`src/rtl/lsu_align_unit.sv`:
```
// lsu_align_unit: splits byte/half/word accesses into word transactions and merges/extends load lanes
module lsu_align_unit #(
    parameter int ADDRESS_SIZE = 32,
    parameter int BIT_COUNT    = 32
) (
    input  logic                      clk,
    input  logic                      reset,
    input  logic                      ReqValid,
    output logic                      ReqReady,
    input  logic                      ReqWrite,
    input  logic [1:0]                ReqSize,
    input  logic                      ReqUnsigned,
    input  logic [ADDRESS_SIZE-1:0]   ReqAddr,
    input  logic [BIT_COUNT-1:0]      ReqWData,
    output logic                      RspValid,
    output logic                      RspError,
    output logic [BIT_COUNT-1:0]      RspRData,
    output logic                      MemEn,
    output logic                      MemWriteEn,
    output logic [BIT_COUNT/8-1:0]    MemByteEn,
    output logic [ADDRESS_SIZE-1:0]   MemAddress,
    output logic [BIT_COUNT-1:0]      MemWData,
    input  logic [BIT_COUNT-1:0]      MemRData
);
    localparam int LANES = BIT_COUNT / 8;

    typedef enum logic [1:0] {IDLE, ACCESS0, ACCESS1, RESP} state_t;

    state_t                    state_q, state_d;
    logic                      write_q, write_d;
    logic [1:0]                size_q, size_d;
    logic                      uns_q, uns_d;
    logic [ADDRESS_SIZE-1:0]   addr_q, addr_d;
    logic [BIT_COUNT-1:0]      wdata_q, wdata_d;
    logic [BIT_COUNT-1:0]      word0_q, word0_d;
    logic                      rsp_valid_q, rsp_valid_d;
    logic                      rsp_error_q, rsp_error_d;
    logic [BIT_COUNT-1:0]      rsp_rdata_q, rsp_rdata_d;

    logic [1:0]                offset;
    logic [2:0]                nbytes;
    logic                      crossing;
    logic [LANES-1:0]          size_mask;
    logic [2*LANES-1:0]        lane_mask;
    logic [2*BIT_COUNT-1:0]    wdata_wide;
    logic [2*BIT_COUNT-1:0]    rdata_wide;
    logic [2*BIT_COUNT-1:0]    rdata_shift;
    logic [BIT_COUNT-1:0]      load_result;
    logic [ADDRESS_SIZE-1:0]   word_addr;
    logic                      active;
    logic                      second;

    assign offset      = addr_q[1:0];
    assign nbytes      = size_q == 2'd0 ? 3'd1 : size_q == 2'd1 ? 3'd2 : 3'd4;
    assign crossing    = ({1'b0, offset} + nbytes) > 3'd4;
    assign size_mask   = size_q == 2'd0 ? LANES'(1) : size_q == 2'd1 ? LANES'(3) : {LANES{1'b1}};
    assign lane_mask   = {{LANES{1'b0}}, size_mask} << offset;
    assign wdata_wide  = {{BIT_COUNT{1'b0}}, wdata_q} << {offset, 3'b000};
    assign word_addr   = {addr_q[ADDRESS_SIZE-1:2], 2'b00};
    // The second word's lanes come straight from storage; the first was captured in ACCESS0
    assign rdata_wide  = state_q == ACCESS1 ? {MemRData, word0_q} : {{BIT_COUNT{1'b0}}, MemRData};
    assign rdata_shift = rdata_wide >> {offset, 3'b000};
    assign load_result = size_q == 2'd0 ? {{(BIT_COUNT-8){~uns_q & rdata_shift[7]}}, rdata_shift[7:0]} :
                         size_q == 2'd1 ? {{(BIT_COUNT-16){~uns_q & rdata_shift[15]}}, rdata_shift[15:0]} :
                         rdata_shift[BIT_COUNT-1:0];

    // Reset gates the storage port so an abandoned request issues no further cycle
    assign active     = ~reset & (state_q == ACCESS0 | state_q == ACCESS1);
    assign second     = state_q == ACCESS1;
    assign ReqReady   = ~reset & (state_q == IDLE);
    assign MemEn      = active;
    assign MemWriteEn = active & write_q;
    assign MemByteEn  = !active ? '0 : second ? lane_mask[2*LANES-1:LANES] : lane_mask[LANES-1:0];
    assign MemAddress = !active ? '0 : second ? word_addr + ADDRESS_SIZE'(4) : word_addr;
    assign MemWData   = !active ? '0 : second ? wdata_wide[2*BIT_COUNT-1:BIT_COUNT] : wdata_wide[BIT_COUNT-1:0];
    assign RspValid   = rsp_valid_q;
    assign RspError   = rsp_error_q;
    assign RspRData   = rsp_rdata_q;

    // Next-state: latch request, step through word accesses, build the response on entry to RESP
    always_comb begin
        state_d     = state_q;
        write_d     = write_q;
        size_d      = size_q;
        uns_d       = uns_q;
        addr_d      = addr_q;
        wdata_d     = wdata_q;
        word0_d     = word0_q;
        rsp_valid_d = 1'b0;
        rsp_error_d = rsp_error_q;
        rsp_rdata_d = rsp_rdata_q;
        case (state_q)
            IDLE: if (ReqValid & ReqReady) begin
                write_d = ReqWrite;
                size_d  = ReqSize;
                uns_d   = ReqUnsigned;
                addr_d  = ReqAddr;
                wdata_d = ReqWData;
                state_d = ReqSize == 2'd3 ? RESP : ACCESS0;
                if (ReqSize == 2'd3) begin
                    rsp_valid_d = 1'b1;
                    rsp_error_d = 1'b1;
                    rsp_rdata_d = '0;
                end
            end
            ACCESS0: begin
                word0_d = MemRData;
                state_d = crossing ? ACCESS1 : RESP;
                if (!crossing) begin
                    rsp_valid_d = 1'b1;
                    rsp_error_d = 1'b0;
                    rsp_rdata_d = write_q ? '0 : load_result;
                end
            end
            ACCESS1: begin
                state_d     = RESP;
                rsp_valid_d = 1'b1;
                rsp_error_d = 1'b0;
                rsp_rdata_d = write_q ? '0 : load_result;
            end
            default: state_d = IDLE;
        endcase
    end

    // State and response registers with synchronous reset
    always_ff @(posedge clk) begin
        if (reset) begin
            state_q     <= IDLE;
            write_q     <= 1'b0;
            size_q      <= 2'd0;
            uns_q       <= 1'b0;
            addr_q      <= '0;
            wdata_q     <= '0;
            word0_q     <= '0;
            rsp_valid_q <= 1'b0;
            rsp_error_q <= 1'b0;
            rsp_rdata_q <= '0;
        end else begin
            state_q     <= state_d;
            write_q     <= write_d;
            size_q      <= size_d;
            uns_q       <= uns_d;
            addr_q      <= addr_d;
            wdata_q     <= wdata_d;
            word0_q     <= word0_d;
            rsp_valid_q <= rsp_valid_d;
            rsp_error_q <= rsp_error_d;
            rsp_rdata_q <= rsp_rdata_d;
        end
    end
endmodule

```
`config.mk`:
```
export PLATFORM = sky130hd
export DESIGN_NAME = lsu_align_unit
export DESIGN_NICKNAME = d
export VERILOG_FILES = /design/src/rtl/lsu_align_unit.sv
export SDC_FILE = /design/constraint.sdc
export NUM_CORES = 1
export LEC_CHECK = 0
export CAP_MARGIN = 20
export CORE_MARGIN = 1.5
export CORE_UTILIZATION = 35
export CTS_CLUSTER_DIAMETER = 60
export DETAILED_ROUTE_END_ITERATION = 7
export PLACE_DENSITY_LB_ADDON = 0.12
export RECOVER_POWER = 50
export REMOVE_ABC_BUFFERS = 1
export SLEW_MARGIN = 30
export SYNTH_ARGS = -nofsm -noshare
export SYNTH_HDL_FRONTEND = slang
export SYNTH_SLANG_ARGS = --single-unit
```
`constraint.sdc`:
```
create_clock -name clk -period 2.4 [get_ports clk]
set_input_delay 0.24 -clock clk [delete_from_list [all_inputs] [get_ports clk]]
set_output_delay 0.24 -clock clk [all_outputs]
set_load 0.01 [all_outputs]
```
# --- After elaboration in Yosys (flattened, before gate mapping) ---
# Cells that the tools add are included.
op_classes:
  bitwise_logic: 9
  n_shift: 3
  muxes: 30
  n_addsub: 2
  order_cmp: 1
  n_eq_ne: 7
  n_reduce_logical: 5
op_table:
  columns: ["operator", "count"]
  rows:
  - ["$mux 32", 10]
  - ["$pmux 32 s3", 1]
  - ["$mux 64", 1]
  - ["$shl 32x5->64", 1]
  - ["$shr 64x5->32", 1]
  - ["$add 32x3->32 const B", 1]
  - ["$mux 4", 4]
  - ["$shl 4x2->8", 1]
  - ["$mux 1", 7]
  - ["$and 1x1->1", 6]
  - ["$mux 3", 2]
  - ["$pmux 1 s3", 2]
  - ["$pmux 2 s3", 1]
  - ["$eq 2x1->1 const B", 2]
  - ["$eq 2x2->1 const B", 2]
  - ["$logic_not 2->1", 2]
  - ["$mux 2", 2]
  - ["$ne 2x1->1 const B", 2]
  - ["$reduce_and 4->1", 1]
  - ["$add 2x3->3", 1]
  - ["$gt 3x3->1 const B", 1]
  - ["$reduce_bool 3->1", 1]
  - ["$ne 2x2->1 const B", 1]
  - ["$not 1->1", 2]
  - ["other kinds (2)", 2]
word_totals:
  output_inout_bits: 105
  in_bits: 103
  register_bits: 136
  wordCells: 67

# --- Logic depth before layout (Yosys ltp) ---
depth:
  word_depth: 9
  ltp_mapped: 13

# --- Worst setup path before layout ---
# Ideal clock, no wire load.
synth_timing:
  path_type: "register -> register"
  from: "register size_q[1]"
  to: "register rsp_rdata_q[15] (netlist: RspRData[15])"
  arrival_ns: 2.518
  period_less_slack_ns: 2.634
  path_slack_ns: -0.234
  stages_incl_launch_ff: 14
  cell_sequence: "dfxtp_1 > or2_2 > inv_1 > ha_1 > inv_1 > fa_1 > xnor2_1 > a32oi_2 > nand2b_1 > buf_6 > nor2b_4 > buf_6 > buf_6 > a22o_1"
synth_between:
  elab_chain_cells: 7
  word_cells_on_any_way: 12
  classes_between: "add/sub (1); order compare (1); eq/ne (2); mux (6); reduce/logical (2)"
synth_rtl:
  columns: ["item", "line_no", "text"]
  rows:
  - ["start: declaration", "31", "logic [1:0] size_q, size_d;"]
  - ["start signal: assignment", "141", "size_q <= size_d;"]
  - ["$eq 2x1->1", "54", "assign nbytes = size_q == 2'd0 ? 3'd1 : size_q == 2'd1 ? 3'd2 : 3'd4;"]
  - ["$mux 3 (2 in a row)", "54", null]
  - ["$add 2x3->3", "55", "assign crossing = ({1'b0, offset} + nbytes) > 3'd4;"]
  - ["$gt 3x3->1", "55", null]
  - ["$ne 2x2->1 (no line)", null, null]
  - ["$reduce_and 4->1 (no line)", null, null]
  - ["end signal: assignment", "148", "rsp_rdata_q <= rsp_rdata_d;"]
  - ["end: declaration", "38", "logic [BIT_COUNT-1:0] rsp_rdata_q, rsp_rdata_d;"]
# Parallel ways exist; a longest one is shown, timed or not. The select of a mux whose other input is x is not followed.
# A chain may end at the register's enable or synchronous reset.

# --- Final worst setup path ---
layout_timing:
  from: "register state_q[0]"
  to: "output port MemWData[26]"
layout_between:
  elab_chain_cells: 4
  word_cells_on_any_way: 6
  classes_between: "eq/ne (2); mux (2); bitwise (2)"
layout_rtl:
  columns: ["item", "line_no", "text"]
  rows:
  - ["start: declaration", "29", "state_t state_q, state_d;"]
  - ["start signal: assignment", "139", "state_q <= state_d;"]
  - ["$eq 2x1->1 / $eq 2x2->1 (equally long branches)", "68, 69", null]
  - ["$or 1x1->1", "68", "assign active = ~reset & (state_q == ACCESS0 | state_q == ACCESS1);"]
  - ["$and 1x1->1", "68", null]
  - ["$mux 32 (*)", "75", "assign MemWData = !active ? '0 : second ? wdata_wide[2*BIT_COUNT-1:BIT_COUNT] : wdata_wide[BIT_COUNT-1:0];"]
  - ["end: declaration", "22", "output logic [BIT_COUNT-1:0] MemWData,"]
# Mark *: on every way between the ends. The rest lies on a longest branch, timed or not.

==> results by group <==
Detailed routing
  – Final wirelength: 28,190 µm
  – Avg WL per Cell: 17.46 µm
  – ANT nets after route: 0
  – DR DRC count: 0
  – DR vias/cell: 5.112
  – Drt initial violations: 485
  – Pre-antenna DRT Iters: 5
  – DR vias: 8,256

Placed design
  – HPWL after detailed placement: 18,350 µm
  – Dpl ws: -0.2703 ns
  – GP Congestion: 0.8512
  – Input/output buffers: 205

Floorplanning
  – Die width: 156.6 µm
  – Top-Level Pins: 208
  – Core ar.: 23,330 µm²
  – Die area: 24,530 µm²
  – Initial Util: 35.40%
  – Die height: 156.6 µm
  – Row cnt: 56

Global route
  – Antenna violations before repair: 0
  – Total track usage: 22.73%
  – Largest net degree at the start of global routing: 117
  – Grt ovf: 0
  – First-pass GRT wire length: 43,260 µm
  – Vias in the first global route: 8,006

Logic synthesis
  – Post-synth EDFFs: 0
  – Yosys cell types: 58
  – Largest area contributor in the netlist: dfxtp_1
  – Ys flop type: dfxtp_1
  – Fraction of registers with async set/reset: 0%
  – Mapped cell area: 8260 µm²
  – YS warnings: 0
  – Seq/Total Area, Yosys: 32.96%
  – Synth top area share: 32.96%
  – Post-Syn Area per Cell: 7.966 µm²
  – Yosys reg bits: 136
  – Synth top area cells: dfxtp_1 (33%), mux2i_1 (8.6%), nand2_1 (6.4%), nor2_1 (5.6%), o21ai_0 (4.6%)
  – Cells after Synth: 1,037

Critical path
  – WP data required: 2.16 ns
  – Maximum fanout along the worst path: 5
  – Worst Setup Start Kind: register
  – WP data arrival: 2.28 ns
  – Crit path cell chain: inv_4 -> clkbuf_1 -> ha_1 -> nand2b_4 -> or2_4 -> buf_12 -> buf_6 -> a211oi_2 -> buf_2
  – Critical path's slowest cell: dfxtp_1
  – Reg-to-Reg Start: size_q[0]
  – CP Launch Point: state_q[0]
  – Worst setup path class: register to output pin
  – CP peak stage delay: 0.37 ns
  – CP Capture Type: output pin

Pwr
  – Final Total Pwr: 0.01252 W
  – Combinational power share: 52.5%
  – Pleak: 4.812 nW
  – Switching fraction of total power: 40.12%
  – PwrDens: 1029 nW/µm²
  – Switching Power: 0.005024 W
  – Cell internal pwr: 0.007498 W
  – Clock share of power: 20.7%
  – Maximum vdd drop: 0.5963 mV
  – Seq pwr share: 26.8%

STA
  – Pins Over Slew Limit: 0
  – Max transition margin: 38.20%
  – Min Tclk post-route: 2.519 ns
  – Final setup margin: -0.1191 ns
  – Worst Skew: 0.01136 ns
  – Final setup fails: 37
  – Worst-Margin Slew: 0.9269 ns
  – RSZ-0062 raised after global routing: true
  – Tcrit/Tclk final: 105.0%
  – Fmax achieved: 397.0 MHz
  – Final hold violation count: 0
  – Setup_tns: -2.356 ns

Finish
  – Nets: 1,395
  – Share of cells above drive strength 1: 22.53%
  – Commonest cells after routing, fill and taps aside: nand2_1 (138), dfxtp_1 (124), nor2_1 (123)
  – Util after Layout: 52.18%
  – Most common cell after layout, fill and taps aside: nand2_1
  – Area Growth Syn to Fin: 47.38%
  – Number of antenna diodes: 0

Hold path
  – Min-Delay Path Class: input port to register
  – Hold Startpoint: ReqAddr[7]

CTS
  – CTS Hold Bufs: 0
  – Max clock buf depth: 2
  – H-tree level count: 4
  – Clock transition at path regs: 0.06 ns
  – CTS tree: done
  – Clk_lat worst skew: 0.42 ns
  – Clk root buf: clkbuf_16
  – Sink Count: 136
  – CTS buffer count: 17

Flow run
  – Reported max-cap violation count: 0

Run status
  – Failing checks: negative setup slack
  – Status: finished, violations left
-- kinds of logic (layout without fill, tap and decap cells) --
logic type	count (synthesis)	count (layout)	synth area share, %
multiplexers	120	120	16.37
XOR/XNOR	29	29	3.075
adder cells (fa/ha/maj)	9	9	1.454
AND/OR/NAND/NOR	406	408	22.98
buffers and inverters	100	356	5.256
other	1	2	0.04540
AO/OA/AOI/OAI	236	236	17.86
flip-flops	136	136	32.96
-- sequential cells by signal, summed over array words and instances (netlist names) --
name,cells
RspError,1
RspRData,32
RspValid,1
addr_q,32
size_q,2
state_q,2
uns_q,1
wdata_q,32
word0_q,32
write_q,1
-- metal layers --
metal / part of all wire [%] / vias up / track usage (%) / wire, µm
met5: 0 / - / 0 / 0
met3: 6.7 / 26 / 5.456 / 1893
li1: - / 4125 / - / -
met2: 46 / 234 / 36.38 / 12880
met4: 0.81 / 0 / 5.488 / 228
met1: 47 / 3871 / 30.73 / 13200
-- synth_stat cells (3+ instances only) --
| master | n |
|---|---|
| a21oi_1 | 55 |
| mux2_1 | 9 |
| nand4_1 | 15 |
| buf_4 | 3 |
| mux2_2 | 32 |
| nand2b_1 | 59 |
| inv_1 | 11 |
| dfxtp_1 | 136 |
| o22ai_1 | 7 |
| a22oi_1 | 15 |
| o2bb2ai_1 | 16 |
| and2_1 | 8 |
| a221o_1 | 3 |
| xor2_1 | 21 |
| nand3b_1 | 4 |
| nor2_1 | 124 |
| o31ai_1 | 13 |
| o21a_1 | 4 |
| nand3_1 | 19 |
| nor2b_1 | 5 |
| o21ai_1 | 15 |
| buf_2 | 14 |
| a22o_1 | 12 |
| a211oi_1 | 9 |
| clkbuf_1 | 49 |
| mux4_2 | 8 |
| and4_1 | 4 |
| ha_1 | 8 |
| and3_1 | 3 |
| buf_1 | 17 |
| buf_6 | 4 |
| nand2_1 | 141 |
| xnor2_1 | 8 |
| mux2i_1 | 71 |
| o21ai_0 | 76 |
| nor3_1 | 10 |
-- through the flow --
stage | hold slack [ns] | instances | cell area (µm²)
4_1_cts | 0.3430 | 1605 | 12020
3_3_place_gp | 0.4499 | 1541 | 10940
5_1_grt | 0.3463 | 1615 | 12170
6_report | 0.3514 | 1615 | 12170
3_5_place_dp | 0.4512 | 1541 | 10940
2_1_floorplan | 0.3091 | 951 | 7879
-- final cells by class --
cell class,instances,area (µm²)
well taps,319,399.1
fillers,2300,11160
multi-input cells,804,5504
repair buffers,311,2893
inverters,13,53.80
clock buffers,18,439.2
clock inverters,14,140.1
flip-flops and latches,136,2745
-- final timing paths --
kind / endpoint / slack (ns) / depth (start not counted)
worst max-delay path: MemWData[26] / -0.12 / 9
worst min-delay path: addr_q[7] / 0.35 / 3
worst max register to register: RspRData[21] / -0.11 / 13
worst min register to register: RspRData[27] / 0.47 / 1
-- what timing repair did --
item | CTS | global route
pin swaps | 16 | 33
endpoints found under the setup margin | 99 | 65
buffers inserted | 27 | 10
cloned | 5 | 2
resized for setup | 192 | 72
-- power groups by stage --
stage	clock, W	sequential [W]	combinational (W)
finish	0.00259	0.00336	0.00657
global route	0.00276	0.00344	0.00708
CTS	0.00266	0.00335	0.00637
detailed placement	0	0.00334	0.00558
global placement	0	0.00334	0.00556
floorplan	0	0.00345	0.00304
-- critical path: cells and delay by family, from the launching register on --
kind / cells / cell delay (ns)
simple gates: 2 / 0.39
compound gates: 1 / 0.20
fa+ha+maj: 1 / 0.34
flops: 1 / 0.37
buf+inv: 5 / 0.56
No activity file was read; power rests on OpenSTA's default activity.
